[config.mk]
export PLATFORM = sky130hd
export DESIGN_NAME = bram_port_arbiter
export DESIGN_NICKNAME = d
export VERILOG_FILES = /design/src/rtl/bram_ctrl_pkg.sv /design/src/rtl/bram_rr_arb2.sv /design/src/rtl/bram_port_arbiter.sv
export SDC_FILE = /design/constraint.sdc
export NUM_CORES = 1
export LEC_CHECK = 0
export CAP_MARGIN = 20
export CORE_MARGIN = 5
export CORE_UTILIZATION = 38
export DETAILED_ROUTE_END_ITERATION = 12
export PLACE_DENSITY = 0.77
export SETUP_SLACK_MARGIN = 0.02
export SLEW_MARGIN = 20
export SYNTH_ARGS = -nofsm -noshare
export SYNTH_HDL_FRONTEND = slang
export SYNTH_SLANG_ARGS = --single-unit
export TNS_END_PERCENT = 5
[constraint.sdc]
create_clock -name clk -period 1.94 [get_ports clk]
set_clock_uncertainty 0.2 [all_clocks]
set_input_delay 0.388 -clock clk [delete_from_list [all_inputs] [get_ports clk]]
set_output_delay 0.388 -clock clk [all_outputs]
set_load 0.05 [all_outputs]
[src/rtl/bram_ctrl_pkg.sv]
// -----------------------------------------------------------------------------
// bram_ctrl_pkg
// Shared types and helpers for the block-RAM port-A arbiter.
//   state_t      : controller FSM encoding (also visible on the debug state port)
//   BE_FULL      : byte-enable value meaning "write the whole word"
//   LANE_W       : bits per byte lane
//   NUM_LANES    : byte lanes per 32-bit word
//   merge_lanes  : per-lane select between new write data and old RAM data
// -----------------------------------------------------------------------------
package bram_ctrl_pkg;

    typedef enum logic [2:0] {
        IDLE     = 3'd0,
        RD_WAIT  = 3'd1,
        WR       = 3'd2,
        RMW_RD   = 3'd3,
        RMW_WAIT = 3'd4,
        RMW_WR   = 3'd5,
        ACK      = 3'd6
    } state_t;

    localparam logic [3:0] BE_FULL   = 4'hF;
    localparam int         LANE_W    = 8;
    localparam int         NUM_LANES = 4;

    // Lane i takes the new byte when be[i] is set, otherwise keeps the old byte.
    function automatic logic [31:0] merge_lanes(input logic [3:0]  be,
                                                input logic [31:0] new_w,
                                                input logic [31:0] old_w);
        logic [31:0] m;
        m = old_w;
        for (int i = 0; i < NUM_LANES; i++) begin
            if (be[i]) m[i*LANE_W +: LANE_W] = new_w[i*LANE_W +: LANE_W];
        end
        return m;
    endfunction

endpackage

[src/rtl/bram_rr_arb2.sv]
// -----------------------------------------------------------------------------
// bram_rr_arb2
// Two-way round-robin arbiter. Grants only while idle_i is high and only to
// ports whose request is raised. On contention the port that did not win last
// time is chosen. The remembered winner resets to port 1, so port 0 takes the
// first contention after reset.
// Ports:
//   clk, rst_n  : clock, asynchronous active-low reset
//   idle_i      : owner is free to accept a request this cycle
//   req_i[1:0]  : request per port
//   grant_o[1:0]: one-hot grant (combinational); a grant is an accept
// -----------------------------------------------------------------------------
module bram_rr_arb2 (
    input  logic       clk,
    input  logic       rst_n,
    input  logic       idle_i,
    input  logic [1:0] req_i,
    output logic [1:0] grant_o
);

    logic last_grant_q;   // 1 = port 1 won the most recent accept

    always_comb begin
        grant_o = 2'b00;
        if (idle_i) begin
            case (req_i)
                2'b01:   grant_o = 2'b01;
                2'b10:   grant_o = 2'b10;
                2'b11:   grant_o = last_grant_q ? 2'b01 : 2'b10;
                default: grant_o = 2'b00;
            endcase
        end
    end

    always_ff @(posedge clk or negedge rst_n) begin
        if (!rst_n) begin
            last_grant_q <= 1'b1;
        end else if (grant_o != 2'b00) begin
            last_grant_q <= grant_o[1];
        end
    end

endmodule

[src/rtl/bram_port_arbiter.sv]
// -----------------------------------------------------------------------------
// bram_port_arbiter
// Shares port A of a 4096x32 dual-port block RAM between an instruction-fetch
// read port (port 0) and a data port with byte strobes (port 1). One operation
// is in flight at a time. Partial writes are done as read-modify-write because
// the RAM has a single word-wide write enable.
//
// Handshake: a request is accepted in any cycle where reqN_valid & reqN_ready
// are both high at the rising edge. reqN_ready is combinational, high only
// while the controller is IDLE and the arbiter selects port N (never without
// reqN_valid). rspN_valid is a one-cycle pulse with no back-pressure; for
// port-1 writes it is an acknowledge with rsp1_rdata = 0.
//
// Ports:
//   clk, rst_n                  clock (also RAM clka), async active-low reset
//   req0_valid/ready/addr       port 0 read request
//   rsp0_valid/rdata            port 0 read response
//   req1_valid/ready/addr/we/be/wdata  port 1 request
//   rsp1_valid/rdata            port 1 read data or write acknowledge
//   ram_ce/oce/wre/ad/din       registered RAM port-A controls
//   ram_dout                    RAM port-A read data (RD_LATENCY after sample)
//   state_o                     controller state, for debug visibility
// -----------------------------------------------------------------------------
module bram_port_arbiter
    import bram_ctrl_pkg::*;
#(
    parameter int ADDR_W     = 12,
    parameter int DATA_W     = 32,
    parameter int RD_LATENCY = 2
) (
    input  logic              clk,
    input  logic              rst_n,
    input  logic              req0_valid,
    output logic              req0_ready,
    input  logic [ADDR_W-1:0] req0_addr,
    output logic              rsp0_valid,
    output logic [DATA_W-1:0] rsp0_rdata,
    input  logic              req1_valid,
    output logic              req1_ready,
    input  logic [ADDR_W-1:0] req1_addr,
    input  logic              req1_we,
    input  logic [3:0]        req1_be,
    input  logic [DATA_W-1:0] req1_wdata,
    output logic              rsp1_valid,
    output logic [DATA_W-1:0] rsp1_rdata,
    output logic              ram_ce,
    output logic              ram_oce,
    output logic              ram_wre,
    output logic [ADDR_W-1:0] ram_ad,
    output logic [DATA_W-1:0] ram_din,
    input  logic [DATA_W-1:0] ram_dout,
    output logic [2:0]        state_o
);

    localparam int              CNT_W    = $clog2(RD_LATENCY + 1);
    localparam logic [CNT_W-1:0] CNT_LOAD = CNT_W'(RD_LATENCY);
    localparam logic [CNT_W-1:0] CNT_ONE  = CNT_W'(1);
    localparam logic [CNT_W-1:0] CNT_ZERO = '0;

    state_t              state_q;
    logic [CNT_W-1:0]    cnt_q;        // cycles until ram_dout holds the issued read
    logic                port_q;       // owner of the in-flight operation
    logic [3:0]          be_q;
    logic [DATA_W-1:0]   wdata_q;
    logic                rsp0_valid_q;
    logic                rsp1_valid_q;
    logic                rsp_rd_q;     // pending response carries RAM read data
    logic                ram_ce_q;
    logic                ram_oce_q;
    logic                ram_wre_q;
    logic [ADDR_W-1:0]   ram_ad_q;
    logic [DATA_W-1:0]   ram_din_q;

    logic [1:0]          grant;

    bram_rr_arb2 u_arb (
        .clk     (clk),
        .rst_n   (rst_n),
        .idle_i  (state_q == IDLE),
        .req_i   ({req1_valid, req0_valid}),
        .grant_o (grant)
    );

    assign req0_ready = grant[0];
    assign req1_ready = grant[1];

    // Read data is passed straight from the RAM output register in the cycle
    // it becomes valid; the FSM is already back in IDLE then.
    assign rsp0_valid = rsp0_valid_q;
    assign rsp1_valid = rsp1_valid_q;
    assign rsp0_rdata = (rsp0_valid_q && rsp_rd_q) ? ram_dout : '0;
    assign rsp1_rdata = (rsp1_valid_q && rsp_rd_q) ? ram_dout : '0;

    assign ram_ce  = ram_ce_q;
    assign ram_oce = ram_oce_q;
    assign ram_wre = ram_wre_q;
    assign ram_ad  = ram_ad_q;
    assign ram_din = ram_din_q;
    assign state_o = state_q;

    always_ff @(posedge clk or negedge rst_n) begin
        if (!rst_n) begin
            state_q      <= IDLE;
            cnt_q        <= CNT_ZERO;
            port_q       <= 1'b0;
            be_q         <= 4'h0;
            wdata_q      <= '0;
            rsp0_valid_q <= 1'b0;
            rsp1_valid_q <= 1'b0;
            rsp_rd_q     <= 1'b0;
            ram_ce_q     <= 1'b0;
            ram_oce_q    <= 1'b1;
            ram_wre_q    <= 1'b0;
            ram_ad_q     <= '0;
            ram_din_q    <= '0;
        end else begin
            // RAM strobes and response pulses last exactly one cycle.
            rsp0_valid_q <= 1'b0;
            rsp1_valid_q <= 1'b0;
            rsp_rd_q     <= 1'b0;
            ram_ce_q     <= 1'b0;
            ram_wre_q    <= 1'b0;
            ram_oce_q    <= 1'b1;
            if (cnt_q != CNT_ZERO) cnt_q <= cnt_q - CNT_ONE;

            case (state_q)
                IDLE: begin
                    if (grant[0]) begin
                        port_q   <= 1'b0;
                        ram_ad_q <= req0_addr;
                        ram_ce_q <= 1'b1;
                        cnt_q    <= CNT_LOAD;
                        state_q  <= RD_WAIT;
                    end else if (grant[1]) begin
                        port_q   <= 1'b1;
                        ram_ad_q <= req1_addr;
                        be_q     <= req1_be;
                        wdata_q  <= req1_wdata;
                        if (!req1_we) begin
                            ram_ce_q <= 1'b1;
                            cnt_q    <= CNT_LOAD;
                            state_q  <= RD_WAIT;
                        end else if (req1_be == BE_FULL) begin
                            ram_ce_q  <= 1'b1;
                            ram_wre_q <= 1'b1;
                            ram_din_q <= req1_wdata;
                            state_q   <= WR;
                        end else if (req1_be == 4'h0) begin
                            // Nothing to write: acknowledge without touching the RAM.
                            rsp1_valid_q <= 1'b1;
                        end else begin
                            ram_ce_q <= 1'b1;
                            cnt_q    <= CNT_LOAD;
                            state_q  <= RMW_RD;
                        end
                    end
                end

                RD_WAIT: begin
                    // Leave one cycle early: the registered response pulse
                    // lines up with the cycle ram_dout is valid.
                    if (cnt_q == CNT_ONE) begin
                        rsp_rd_q <= 1'b1;
                        if (port_q) rsp1_valid_q <= 1'b1;
                        else        rsp0_valid_q <= 1'b1;
                        state_q <= IDLE;
                    end
                end

                WR: begin
                    rsp1_valid_q <= 1'b1;
                    state_q      <= IDLE;
                end

                RMW_RD: begin
                    state_q <= RMW_WAIT;
                end

                RMW_WAIT: begin
                    // Counter reaches zero in the cycle the old word is on ram_dout.
                    if (cnt_q == CNT_ZERO) begin
                        ram_din_q <= merge_lanes(be_q, wdata_q, ram_dout);
                        ram_ce_q  <= 1'b1;
                        ram_wre_q <= 1'b1;
                        state_q   <= RMW_WR;
                    end
                end

                RMW_WR: begin
                    rsp1_valid_q <= 1'b1;
                    state_q      <= IDLE;
                end

                ACK: begin
                    rsp1_valid_q <= 1'b1;
                    state_q      <= IDLE;
                end

                default: begin
                    state_q <= IDLE;
                end
            endcase
        end
    end

endmodule

# Yosys cells after proc, flatten, opt, wreduce, memory -nomap -nowiden
# Cells that the tools add are included.
# W data, S select, Z words.
[word_totals]
register_bits = 92
output_inout_bits = 118
word_cells = 106
[classes]
reduce_logical = 13
n_bitwise = 1
mux = 59
n_eq_ne = 19
addsub = 1
[op_table]
columns = ["op", "n"]
rows = [
  ["$mux W32", 7],
  ["$pmux W32 S2", 1],
  ["$mux W8", 4],
  ["$mux W1", 24],
  ["$mux W12", 2],
  ["$mux W3", 7],
  ["$mux W2", 9],
  ["$ne A2 B2 Y1 const B", 6],
  ["$pmux W3 S4", 1],
  ["$eq A3 B3 Y1 const B", 3],
  ["$eq A3 B2 Y1 const B", 2],
  ["$pmux W2 S3", 1],
  ["$reduce_and A6 Y1", 1],
  ["$reduce_bool A2 Y1", 3],
  ["$ne A5 B5 Y1 const B", 1],
  ["$eq A2 B1 Y1 const B", 2],
  ["$eq A2 B2 Y1 const B", 2],
  ["$eq A4 B4 Y1 const B", 1],
  ["$logic_not A4 Y1", 1],
  ["$pmux W1 S2", 2],
  ["$reduce_and A4 Y1", 1],
  ["$eq A3 B1 Y1 const B", 1],
  ["$logic_not A3 Y1", 1],
  ["$ne A3 B3 Y1 const B", 1],
  ["8 further kinds", 9],
]

# Depth between registers and ports, before layout
[logic_depth]
word_depth = 8
mapped_depth = 7
depth_no_buf = 5

# Hierarchy
# A second synthesis with hierarchy kept.
[unflattened]
hier_cells = 471
area_unflattened_um2 = 4954.8
[by_module_without_submodules]
columns = ["mod", "cells_per_inst", "area_per_inst_um2", "n_inst"]
rows = [
  ["bram_port_arbiter", 463, 4892.2, 1],
  ["bram_rr_arb2", 8, 62.6, 1],
]

# Worst setup path after synthesis
# Ideal clock, no wire load.
[synth_timing]
path_type = "reg-to-output"
startpoint = "register state_q[0], in the netlist state_o[0]"
endpoint = "output port req0_ready"
t_required_ns = 1.352
arrival_ns = 1.601
path_stages_with_launch = 5
setup_slack_ns = -0.249
path_cell_list = "dfrtp_1 > buf_6 > nor3_4 > nand3_1 > inv_1"
[synth_via]
elab_chain_cells = 2
[synth_lines]
columns = ["element", "line_no", "rtl"]
rows = [
  ["start, declared", "bram_port_arbiter.sv:60", "state_t state_q;"],
  ["start signal, assigned", "bram_port_arbiter.sv:103", "state_q <= IDLE;"],
  ["start signal, assigned", "bram_port_arbiter.sv:133", "state_q <= RD_WAIT;"],
  ["start signal, assigned", "bram_port_arbiter.sv:142", "state_q <= RD_WAIT;"],
  ["$logic_not A3 Y1", "bram_port_arbiter.sv:79", ".idle_i (state_q == IDLE),"],
  ["$mux W2", "bram_rr_arb2.sv:25", "if (idle_i) begin"],
  ["end, declared", "bram_port_arbiter.sv:34", "output logic req0_ready,"],
]
# No other way between the ends.

# Worst setup path in the final report
[layout_timing]
startpoint = "register u_arb.last_grant_q"
endpoint = "output port req0_ready"
[layout_via]
elab_chain_cells = 3
[layout_lines]
columns = ["element", "line_no", "rtl"]
rows = [
  ["start, declared", "bram_rr_arb2.sv:21", "logic last_grant_q;"],
  ["start signal, assigned", "bram_rr_arb2.sv:39", "last_grant_q <= grant_o[1];"],
  ["$mux W2", "bram_rr_arb2.sv:29", "2'b11: grant_o = last_grant_q ? 2'b01 : 2'b10;"],
  ["$pmux W2 S3", "bram_rr_arb2.sv:26", "case (req_i)"],
  ["$mux W2", "bram_rr_arb2.sv:25", ""],
]
# No other way between the ends.

==> impl_results.md <==
- # rows: 41
- Pwr dens: 1360 nW/µm²
- H-tree Lvls: 3
- Drt pass-1 iters: 5
- Yosys reg bits: 92
- Port bufs: about 210
- Nets@finish: 871
- Slowest stage cell, crit path: dfstp_2
- Final WS setup: -0.05233 ns
- Layout cells sized above 1: 0.2837
- CP Cell Sequence: nand2b_1, nand3_2, clkinvlp_4, buf_12
- Maximum clock path buffer count: 2
- DRC: 0
- # clock sinks: roughly 90
- Fin Setup TNS: -0.05233 ns
- Hold_ws: 0.2607 ns
- Critical Path Max Stage Delay: 0.55 ns
- Die X: 122.9 µm
- Cell variety after synth: 33
- CP endpoint kind: output pin
- ANT nets after route: 0
- Static leakage: approximately 3.9 nW
- Clock Tree Root: clkbuf_16
- I/O pins: 215
- GRT Resource Usage Total: 0.2131
- Routability congestion estimate: between 0.7 and 0.8
- Synth Warn #: 0
- Final Slew Violations: 0
- CTS clk-pin slew, worst paths: around 0.060 ns
- Initial cell density of the core: 0.3854
- Endpoints failing hold: 0
- Synthesized area per cell: approximately 8.7 µm²
- Violated checks: negative setup slack
- TritonCTS clock tree: yes
- Crit-path max FO: 3
- Crit Path Class: reg -> out
- Final period util: 1.027
- CP delay by family, top: flip-flops
- RSZ-0062 raised after global routing: yes
- Worst slew pin tran: 0.5322 ns
- Initial DRC count: 240
- Antenna violations before repair: 0
- Avg Vias per Cell: 5.016
- DP HPWL: 11.78 mm
- Most common cell after layout, fill and taps aside: nand2_1
- Vias in the first global route: 5036
- Most frequent cells in the layout: nand2_1 (174), clkdlybuf4s50_1 (94), dfrtp_1 (87), buf_12 (78), buf_4 (68)
- DR WL/cell: ~17 µm
- Worst EP arrival: 1.40 ns
- Status: complete, but fails checks
- First-pass GRT wire length: ~25 mm
- Worst hold-check path type: reg -> reg
- Register area share after synthesis: 0.4756
- Die Span Y: roughly 120 µm
- Cells after Synth: between 500 and 600
- Final wirelength: 16.14 mm
- Largest net degree at the start of global routing: 93
- Diode count: 0
- Final setup violation count: 1
- Grt ovf: 0
- Syn nets: ~660
- Critical path launch point type: flop
- DR vias: 4770
- Max_slew headroom: 0.6452
- Max VDD drop: 1048 µV
- Total die area: 15100 µm²
- Post-Syn Area: 4843 µm²
- Max frequency: ~0.5 GHz
- Area Overhead vs Synth: 74.86%
- Maxcap violations: 0
- Worst path required time: around 1.4 ns
- Insertion delay to the later sink of the worst-skew pair: between 0.3 and 0.4 ns
- WP buf/inv: 2
- Post-route minimum period: 1.992 ns
- Core box area: 12570 µm²
- Inserted Clock Buffers: 9
==> worst register-to-register path, cell delays in order (launching register included) <==
cell and delay, ns:
dfrtp_2 0.43, buf_6 0.15, nand2b_4 0.15, or3_4 0.36, o21ai_4 0.10, buf_12 0.21
mux2i_1 0.24
==> area by class of cell <==
class / instances / area [µm²]
timing repair buffer: 247 / 3088
inverter: 34 / 136.4
multi-input combinational: 390 / 2426
sequential: 92 / 2308
fill: 949 / 4099
clock buffer: 12 / 246.5
tap: 172 / 215.2
clock inverter: 4 / 48.80
==> synth_stat cells <==
library cell	instances	share of area
nand2_1	174	0.13
dfrtp_1	91	0.47
and3_1	65	0.084
mux2i_1	64	0.13
o21ai_0	35	0.036
inv_1	33	0.026
clkbuf_1	27	0.021
nor2_1	15	0.012
a31oi_1	13	0.017
buf_2	9	0.0093
nand3_1	4	0.0041
buf_8	3	0.0093
nand2b_1	3	0.0039
a21oi_1	2	0.0021
buf_6	2	0.0046
a2111oi_0	1	0.0018
a21o_1	1	0.0016
a221oi_1	1	0.0018
and3b_1	1	0.0018
buf_4	1	0.0016
conb_1	1	0.00077
dfstp_2	1	0.0054
inv_2	1	0.00077
nand3_2	1	0.0021
nand3b_1	1	0.0016
nor2b_1	1	0.0013
nor3_4	1	0.0034
nor3b_1	1	0.0016
nor4_1	1	0.0013
nor4b_1	1	0.0018
o21ai_4	1	0.0034
or2_2	1	0.0013
or3_1	1	0.0013
==> logic make-up (layout without fill, tap and decap cells) <==
kind of cell    after synthesis  after routing  share of synthesized area
simple gates                271            271                     0.2558
flops                        92             92                     0.4756
mux                          64             64                     0.1323
compound gates               54             54                    0.06355
buf+inv                      76            297                    0.07207
other cells                   1              1                  0.0007743
==> final timing paths <==
| check | endpoint | startpoint | depth (start not counted) | slack (ns) |
|---|---|---|---|---|
| worst min register to register | rsp0_valid | port_q | 1 | 0.26 |
| max in group asynchronous | state_o[1] | rst_n | 3 | 0.67 |
| worst min-delay path | rsp0_valid | port_q | 1 | 0.26 |
| min in group asynchronous | wdata_q[21] | rst_n | 3 | 0.44 |
| worst max-delay path | req0_ready | u_arb.last_grant_q | 4 | -0.05 |
| worst max register to register | ram_din[4] | state_o[1] | 6 | 0.01 |
==> flip-flops by register name (all words and copies together) (netlist names) <==
name	count
rsp_rd_q	1
port_q	1
state_o	3
ram_ad	12
cnt_q	2
rsp1_valid	1
rsp0_valid	1
wdata_q	32
ram_din	32
be_q	4
ram_wre	1
u_arb.last_grant_q	1
ram_ce	1
==> metrics by stage <==
| step | util | worst slack [ns] | total power [mW] | area, µm² | instances |
|---|---|---|---|---|---|
| after floorplan | - | -0.03982 | 7.319 | 4883 | 558 |
| after global placement | 0.6244 | -0.2210 | 9.361 | 7848 | 925 |
| after detailed placement | 0.6244 | -0.2936 | 9.588 | 7848 | 925 |
| after CTS | 0.6600 | -0.04479 | 11.50 | 8295 | 949 |
| after global routing | 0.6739 | -0.1057 | 12.18 | 8469 | 951 |
| final | 0.6739 | -0.05233 | 11.52 | 8469 | 951 |
==> per-layer routing <==
layer	part of all wire	track usage	wire, µm	vias up
met5	0	0	0	-
met4	0.013	0.07418	212	0
met3	0.068	0.04437	1094	17
met1	0.40	0.2526	6458	2291
li1	-	-	-	2273
met2	0.52	0.3820	8373	189
==> power breakdown <==
group          leakage [nW]  internal [mW]  switching, mW  total [mW]
combinational          2.63           2.29           3.92        6.22
sequential             1.11           2.85          0.715        3.56
clock                 0.147           1.03          0.708        1.74
==> repair_timing <==
item | 4_1_cts | 5_1_grt
hold buffers | 1 | 0
setup endpoints to repair | 46 | 84
setup buffers | 7 | 2
hold endpoints to repair | 91 | 0
cloned | 0 | 0
pin swaps | 3 | 3
gates resized for setup | 22 | 35
(Power assumes the default switching activity.)
